$ cat src/rtl/stream_mux_1ofn.sv
// stream_mux_1ofn: registered N-to-1 stream mux with per-port valid/ready,
// explicit-select or round-robin arbitration and a 2-entry output skid buffer.
// Optional feature macro: STREAM_MUX_PKT_LOCK_EN (hold the grant for a whole packet).
module stream_mux_1ofn #(
    parameter int unsigned NUM_PORTS_WIDTH = 2,
    parameter int unsigned DATA_WIDTH      = 32
) (
    input  logic                                        clk,
    input  logic                                        rst_n,
    input  logic                                        mode,
    input  logic [NUM_PORTS_WIDTH-1:0]                  select,
    input  logic [(1<<NUM_PORTS_WIDTH)-1:0]             in_valid,
    input  logic [(1<<NUM_PORTS_WIDTH)*DATA_WIDTH-1:0]  in_data,
    input  logic [(1<<NUM_PORTS_WIDTH)-1:0]             in_last,
    output logic [(1<<NUM_PORTS_WIDTH)-1:0]             in_ready,
    output logic                                        out_valid,
    output logic [DATA_WIDTH-1:0]                       out_data,
    output logic                                        out_last,
    output logic [NUM_PORTS_WIDTH-1:0]                  out_port,
    input  logic                                        out_ready
);

    localparam int unsigned PW        = NUM_PORTS_WIDTH;
    localparam int unsigned NUM_PORTS = 1 << NUM_PORTS_WIDTH;

    typedef struct packed {
        logic [DATA_WIDTH-1:0] data;
        logic                  last;
        logic [PW-1:0]         port;
    } beat_t;

    logic [1:0]           r_count;
    beat_t                r_head;
    beat_t                r_tail;
    logic [PW-1:0]        r_rr_last;

    logic [PW-1:0]        w_rr_grant;
    logic                 w_rr_found;
    logic [PW-1:0]        w_grant;
    logic                 w_grant_vld;
    logic [NUM_PORTS-1:0] w_in_ready;
    logic                 w_accept;
    logic                 w_pop;
    beat_t                w_push_beat;

`ifdef STREAM_MUX_PKT_LOCK_EN
    logic                 r_locked;
    logic [PW-1:0]        r_lock_port;
`endif

    // Round-robin scan: first valid port after r_rr_last, wrapping modulo NUM_PORTS
    always_comb begin
        logic [PW-1:0] idx;
        w_rr_grant = '0;
        w_rr_found = 1'b0;
        idx        = '0;
        for (int unsigned i = 1; i <= NUM_PORTS; i++) begin
            idx = PW'(r_rr_last + PW'(i));
            if (!w_rr_found && in_valid[idx]) begin
                w_rr_found = 1'b1;
                w_rr_grant = idx;
            end
        end
    end

    // Grant selection; an open packet lock overrides both modes
    always_comb begin
        w_grant     = select;
        w_grant_vld = 1'b1;
        if (mode) begin
            w_grant     = w_rr_grant;
            w_grant_vld = w_rr_found;
        end
`ifdef STREAM_MUX_PKT_LOCK_EN
        if (r_locked) begin
            w_grant     = r_lock_port;
            w_grant_vld = 1'b1;
        end
`endif
    end

    // One-hot ready from registered occupancy only; held low while in reset
    always_comb begin
        w_in_ready = '0;
        if (rst_n && w_grant_vld && (r_count != 2'd2)) begin
            w_in_ready[w_grant] = 1'b1;
        end
    end

    assign in_ready = w_in_ready;
    assign w_accept = |(w_in_ready & in_valid);
    assign w_pop    = (r_count != 2'd0) && out_ready;

    assign w_push_beat.data = in_data[w_grant*DATA_WIDTH +: DATA_WIDTH];
    assign w_push_beat.last = in_last[w_grant];
    assign w_push_beat.port = w_grant;

    // Skid buffer: head feeds the outputs, tail only holds a second beat
    always_ff @(posedge clk or negedge rst_n) begin
        if (!rst_n) begin
            r_count <= 2'd0;
            r_head  <= '0;
            r_tail  <= '0;
        end else begin
            case ({w_accept, w_pop})
                2'b10:   r_count <= r_count + 2'd1;
                2'b01:   r_count <= r_count - 2'd1;
                default: r_count <= r_count;
            endcase
            if (w_pop) begin
                if (r_count == 2'd2) begin
                    r_head <= r_tail;
                end else if (w_accept) begin
                    r_head <= w_push_beat;
                end
            end else if (w_accept) begin
                if (r_count == 2'd0) begin
                    r_head <= w_push_beat;
                end else begin
                    r_tail <= w_push_beat;
                end
            end
        end
    end

`ifdef STREAM_MUX_PKT_LOCK_EN
    // Lock onto the source of a non-final beat; release and advance pointer on its last beat
    always_ff @(posedge clk or negedge rst_n) begin
        if (!rst_n) begin
            r_rr_last   <= PW'(NUM_PORTS - 1);
            r_locked    <= 1'b0;
            r_lock_port <= '0;
        end else if (w_accept) begin
            if (!w_push_beat.last) begin
                r_locked    <= 1'b1;
                r_lock_port <= w_grant;
            end else begin
                r_locked  <= 1'b0;
                r_rr_last <= w_grant;
            end
        end
    end
`else
    // Per-beat arbitration: pointer follows every accepted beat
    always_ff @(posedge clk or negedge rst_n) begin
        if (!rst_n) begin
            r_rr_last <= PW'(NUM_PORTS - 1);
        end else if (w_accept) begin
            r_rr_last <= w_grant;
        end
    end
`endif

    assign out_valid = (r_count != 2'd0);
    assign out_data  = r_head.data;
    assign out_last  = r_head.last;
    assign out_port  = r_head.port;

endmodule

$ cat config.mk
export PLATFORM = sky130hd
export DESIGN_NAME = stream_mux_1ofn
export DESIGN_NICKNAME = d
export VERILOG_FILES = /design/src/rtl/stream_mux_1ofn.sv
export SDC_FILE = /design/constraint.sdc
export NUM_CORES = 1
export LEC_CHECK = 0
export ABC_AREA = 0
export CAP_MARGIN = 20
export CORE_MARGIN = 2
export CORE_UTILIZATION = 46
export CTS_BUF_LIST = sky130_fd_sc_hd__clkbuf_8
export DETAILED_ROUTE_END_ITERATION = 10
export PLACE_DENSITY = 0.83
export SLEW_MARGIN = 5
export SYNTH_ARGS = -nofsm -noshare
export SYNTH_HDL_FRONTEND = slang
export SYNTH_SLANG_ARGS = --single-unit
$ cat constraint.sdc
create_clock -name clk -period 3.4 [get_ports clk]
set_input_delay 0.51 -clock clk [delete_from_list [all_inputs] [get_ports clk]]
set_output_delay 0.51 -clock clk [all_outputs]
set_load 0.005 [all_outputs]
==> summary.txt, run 1 <==
most used cell, CP: clkdlybuf4s50_1
WS Path Type: in2out
count of final setup violators: 0
Yosys top cell area share: 0.367
pin count of the biggest net entering global routing: 75
Vias: 4183
R2R setup slack: 450 ps
hpwl dp: 9.68 mm
CP Cell Sequence: clkdlybuf4s50_1, nand2b_1, a32oi_2, o41ai_4, a21o_1, and2b_2, nor2b_1, clkdlybuf4s50_1
Hold Fails Final Rpt: 0
Pins Over Slew Limit: 0
CP max FO: 6
filler cell count in the final layout: 742
Die W: 107 um
DRC viols: 0
leakage: 0.00318 uW
clock latency on the worst-skew pair: 340 ps
Worst Path Arrival: 2820 ps
Die Height: 107 um
CP Capture Type: output pin
CTS Root Cell: clkbuf_8
Reg clk slew, reported paths: 80 ps
Least-Margin Pin Slew: 936 ps
synth top area cells: dfrtp_1, mux2i_1, mux2_2, a21boi_0, a31oi_1
H-Tree Depth: 3
DRT iter0 DRCs: 135
WP data required: 2890 ps
CP max stage delay: 550 ps
final worst setup slack: 74.1 ps
Ports: 182
final worst path period need: 3330 ps
CTS max path bufs: 2
status: complete, no violations
global placer's final weighted congestion: 0.832
Max IR drop VDD: 0.311 mV
vias in the first global route: 4404
Synth warnings: 0
final wirelength: 12.9 mm
TritonCTS clock tree: built
library cells used by synthesis: 46
Pwr Density: 702 nW/um^2
setup tns final: 0 ps
slowest cell on the critical path: clkdlybuf4s50_1
Mapped Area: 4910 sq um
Slew Limit Headroom: 0.376
cell row count: 37
GRT Overall Usage: 0.227
Layout Nets: 772
fmax: 301 MHz
skew final: 10.0 ps
CTS sink count: 74
FFs w/ async S/R, synth: 1.00
most instantiated cells after synthesis: mux2i_1, dfrtp_1, mux2_2
Synth Area per Inst: 11.0 sq um
FF-to-FF path depth: 10
cell taking the most area after synthesis: dfrtp_1
worst hold path class: in2async
port bufs: 181
Synth-to-Final Area Change: 47.2%
global-route wire length before repair: 20.9 mm
DR pass1 iterations: 5
Routed Antenna Nets: 0
GRT overflow: 0
worst slack, placed: -68.7 ps
max cap viols: 0
Core ar.: 10300 sq um
TritonCTS Buffers: 9
average wire per standard cell: 16.8 um
vias per inst: 5.44
top_reg_cell synth: dfrtp_1
Syn Nets: 591
register area share after synthesis: 0.378
Die ar.: 11500 sq um
antenna violations before repair: 0
Syn Inst Count: 447
diode count: 0
most numerous cell in the Yosys netlist: mux2i_1
CP Launch Type: input pin
EDFF count, synth: 0
period utilisation layout: 0.978
Starting Density: 0.476
number of synthesized register bits: 74
share of cells above drive strength 1: 0.190
-- area by class of cell --
cell class	instances	area (sq um)	area share
inverters	7	26.3	0.00364
well taps	136	170	0.0235
repair buffers	205	2040	0.283
flip-flops and latches	74	1850	0.257
clock buffers	12	165	0.0229
multi-input cells	331	2900	0.401
clock inverters	4	72.6	0.0100
-- stage by stage --
stage / instances / power, uW / utilization / hold WS (ps) / area, sq um
detailed placement: 752 / 4280 / 0.673 / 478 / 6950
floorplan: 447 / 3170 / - / 214 / 4910
finish: 769 / 5080 / 0.700 / 404 / 7230
global placement: 752 / 4150 / 0.673 / 467 / 6950
global route: 769 / 5400 / 0.700 / 483 / 7230
CTS: 768 / 5080 / 0.696 / 443 / 7180
-- placed cells by master (no fill, tap or decap), types with 2 or more instances in the layout --
cell,netlist,layout
a21oi_1,3,3
mux2_2,63,63
xnor2_1,3,3
bufinv_16,0,2
mux2_1,10,10
dfstp_2,2,2
nand2b_1,4,4
dlygate4sd2_1,0,2
a31oi_1,33,33
nor2b_1,5,4
dlymetal6s2s_1,0,2
o21ai_0,5,5
clkbuf_8,0,12
clkdlybuf4s50_1,0,176
inv_1,7,7
dfrtp_1,72,72
buf_12,0,4
buf_4,3,21
mux2i_1,100,100
nor2_1,41,41
and2_1,2,2
ha_1,2,2
a21boi_0,33,33
nand2_1,3,3
-- path summary, 6_finish.rpt --
kind / startpoint / endpoint
max: in_valid[2] / in_ready[2]
max reg2reg: r_rr_last[1] / r_tail[12]
max in group asynchronous: rst_n / out_data[31]
min: rst_n / out_data[12]
min reg2reg: r_tail[1] / r_tail[1]
min in group clk: r_tail[1] / r_tail[1]
-- repair_timing --
item | in CTS | in global routing
endpoints found under the setup margin | 2 | 4
hold buffers | 0 | 0
hold endpoints to repair | 0 | 0
pin swaps | 1 | 2
resized for setup | 3 | 6
buffers inserted | 0 | 1
-- flip-flops by register name, summed over array words and instances (netlist names) --
name,count
r_count,2
out_port,2
r_rr_last,2
out_data,32
r_tail,35
out_last,1
-- layer usage --
metal  wire length [um]  part of all wire  track usage
met1               5410              0.42        0.281
met2               6640              0.51        0.400
met3                655             0.051       0.0303
met4                227             0.018       0.0872
met5                  0                 0            0
-- report_power, final --
group          internal [uW]  switching (uW)
Clock                    472             320
Sequential              1350             269
Combinational           1550            1110
-- critical path, delay by kind of cell --
| kind | cells | cell delay [ps] |
|---|---|---|
| AOI/OAI and AO/OA | 3 | 650 |
| buffers and inverters | 2 | 1070 |
| and+or+nand+nor | 3 | 580 |
-- cells by family after synthesis --
| group | after synthesis | share of synthesized area |
|---|---|---|
| AOI/OAI and AO/OA | 88 | 0.129 |
| xor gates and xnor gates | 3 | 0.00535 |
| adders and majority gates | 2 | 0.00509 |
| buffers and inverters | 42 | 0.0443 |
| DFF | 74 | 0.378 |
| muxes | 174 | 0.376 |
| and+or+nand+nor | 64 | 0.0632 |
No activity file was read; power rests on OpenSTA's default activity.
==> inputs of run 2 (changes only) <==
Settings changed: SETUP_SLACK_MARGIN set to 0.2.
==> summary.txt, run 2 (synthesis results as in run 1) <==
CTS sink count: 74 (unchanged)
Largest register FFs: 35 (unchanged)
Comb power frac: 0.534 (was 0.525)
Core ar.: 10300 sq um (unchanged)
WP data required: 2890 ps (about the same)
CTS max path bufs: 2 (unchanged)
CP Capture Type: output pin (unchanged)
Reg with most FFs: r_tail (unchanged)
Sw Pwr: 1750 uW (was 1700 uW)
port bufs: 181 (unchanged)
fin util: 0.710 (was 0.700)
clock network power share: 0.153 (was 0.156)
Slew Limit Headroom: 0.378 (was 0.376)
final worst path period need: 3150 ps (was 3330 ps)
skew final: 10.2 ps (was 10.0 ps)
P_int: 3440 uW (was 3370 uW)
filler cell count in the final layout: 720 (was 742)
CTS Root Cell: clkbuf_8 (unchanged)
most frequent cells in the layout: clkdlybuf4s50_1, mux2i_1, dfrtp_1, mux2_2, nor2_1 (unchanged)
Die W: 107 um (unchanged)
max cap viols: 0 (unchanged)
TritonCTS Buffers: 9 (unchanged)
final std cells w/o fill: 777 (was 769)
Die ar.: 11500 sq um (unchanged)
final instance area: 7330 sq um (was 7230 sq um)
count of final setup violators: 0 (unchanged)
global placer's final weighted congestion: 0.832 (unchanged)
fmax: 317 MHz (was 301 MHz)
average wire per standard cell: 17.4 um (was 16.8 um)
Max IR drop VDD: 0.351 mV (was 0.311 mV)
Pins Over Slew Limit: 0 (unchanged)
placed cells: 752 (unchanged)
leakage: 0.00327 uW (was 0.00318 uW)
global-route wire length before repair: 21.4 mm (was 20.9 mm)
Hold Buf Count CTS: 0 (unchanged)
Pwr Density: 707 nW/um^2 (was 702 nW/um^2)
share of cells above drive strength 1: 0.207 (was 0.190)
area taken by flip-flops and latches: 1850 sq um (unchanged)
most common cell after layout, fill and taps aside: clkdlybuf4s50_1 (unchanged)
vias in the first global route: 4459 (was 4404)
vias per inst: 5.51 (was 5.44)
antenna violations before repair: 0 (unchanged)
sequential power share: 0.313 (was 0.319)
DRC viols: 0 (unchanged)
Routed Antenna Nets: 0 (unchanged)
GRT Overall Usage: 0.232 (was 0.227)
WS Path Type: reg2out (was in2out)
Starting Density: 0.476 (unchanged)
Reg clk slew, reported paths: 80 ps (about the same)
area of the multi-input gates: 2940 sq um (was 2900 sq um)
GRT overflow: 0 (unchanged)
Synth-to-Final Area Change: 49.2% (was 47.2%)
Layout Nets: 780 (was 772)
H-Tree Depth: 3 (unchanged)
cell row count: 37 (unchanged)
dpl cell area: 6950 sq um (unchanged)
CP Launch Type: flip-flop (was input pin)
Ports: 182 (unchanged)
Vias: 4278 (was 4183)
CP max FO: 8 (was 6)
DRT iter0 DRCs: 174 (was 135)
Least-Margin Pin Slew: 933 ps (was 936 ps)
DR pass1 iterations: 4 (was 5)
Hold Fails Final Rpt: 0 (unchanged)
clock latency on the worst-skew pair: 340 ps (about the same)
Die Height: 107 um (unchanged)
final wirelength: 13.5 mm (was 12.9 mm)
hpwl dp: 9.68 mm (unchanged)
TritonCTS clock tree: built (unchanged)
pin count of the biggest net entering global routing: 75 (unchanged)
unrepaired setup endpoints after global routing: yes
worst hold path class: in2async (unchanged)
Worst Path Arrival: 2640 ps (was 2820 ps)
period utilisation layout: 0.927 (was 0.978)
worst hold slack: 407 ps (was 404 ps)
Switching Share: 0.337 (was 0.335)
status: complete, no violations (unchanged)
diode count: 0 (unchanged)
-- run 2: layout make-up --
cell class,count,area share
multi-input cells,331,0.402
repair buffers,213,0.286
flip-flops and latches,74,0.253
well taps,136,0.0232
clock buffers,12,0.0225
clock inverters,4,0.00990
inverters,7,0.00359
-- run 2: what timing repair did --
| item | 4_1_cts | 5_1_grt |
|---|---|---|
| resized for setup | 14 | 11 |
| buffers inserted | 4 | 5 |
| endpoints found under the hold margin | 0 | 0 |
| setup endpoints to repair | 4 | 3 |
| pin swaps | 3 | 5 |
-- run 2: worst max-delay path: stages, from the launching register on --
cell and delay, ps:
dfstp_2 630, nand2_2 90, a32oi_2 290, o41ai_4 160, a21o_1 230, buf_4 160
nor2_4 100, and2_1 140, clkdlybuf4s50_1 490
-- run 2: path summary, 6_finish.rpt --
check | depth (start not counted) | to | startpoint | slack [ps]
min in group clk | 1 | r_tail[1] | r_tail[1] | 490
hold / removal | 2 | out_data[12] | rst_n | 410
setup / recovery | 8 | in_ready[1] | r_rr_last[1] | 250
hold reg to reg | 1 | r_tail[1] | r_tail[1] | 490
max in group asynchronous | 2 | out_data[31] | rst_n | 2390
setup reg to reg | 13 | out_data[1] | r_rr_last[1] | 350
-- run 2: per-layer routing --
metal	share of wire	global-route usage	routed length, um
met1	0.41	0.285	5590
met4	0.021	0.0937	288
met3	0.047	0.0309	640
met5	0	0	0
met2	0.52	0.410	6970
-- run 2: power groups by stage --
stage | combinational [uW] | clock, uW | sequential (uW)
detailed placement | 2650 | 0 | 1630
global route | 2980 | 842 | 1690
CTS | 2700 | 805 | 1620
global placement | 2550 | 0 | 1600
finish | 2770 | 793 | 1620
floorplan | 1610 | 0 | 1570
-- run 2: through the flow --
stage | power (uW) | worst slack [ps] | setup TNS [ps]
global placement | 4150 | 42.2 | 0
floorplan | 3170 | 531 | 0
detailed placement | 4280 | -68.7 | -2710
CTS | 5120 | 205 | 0
global route | 5500 | 118 | 0
finish | 5180 | 247 | 0
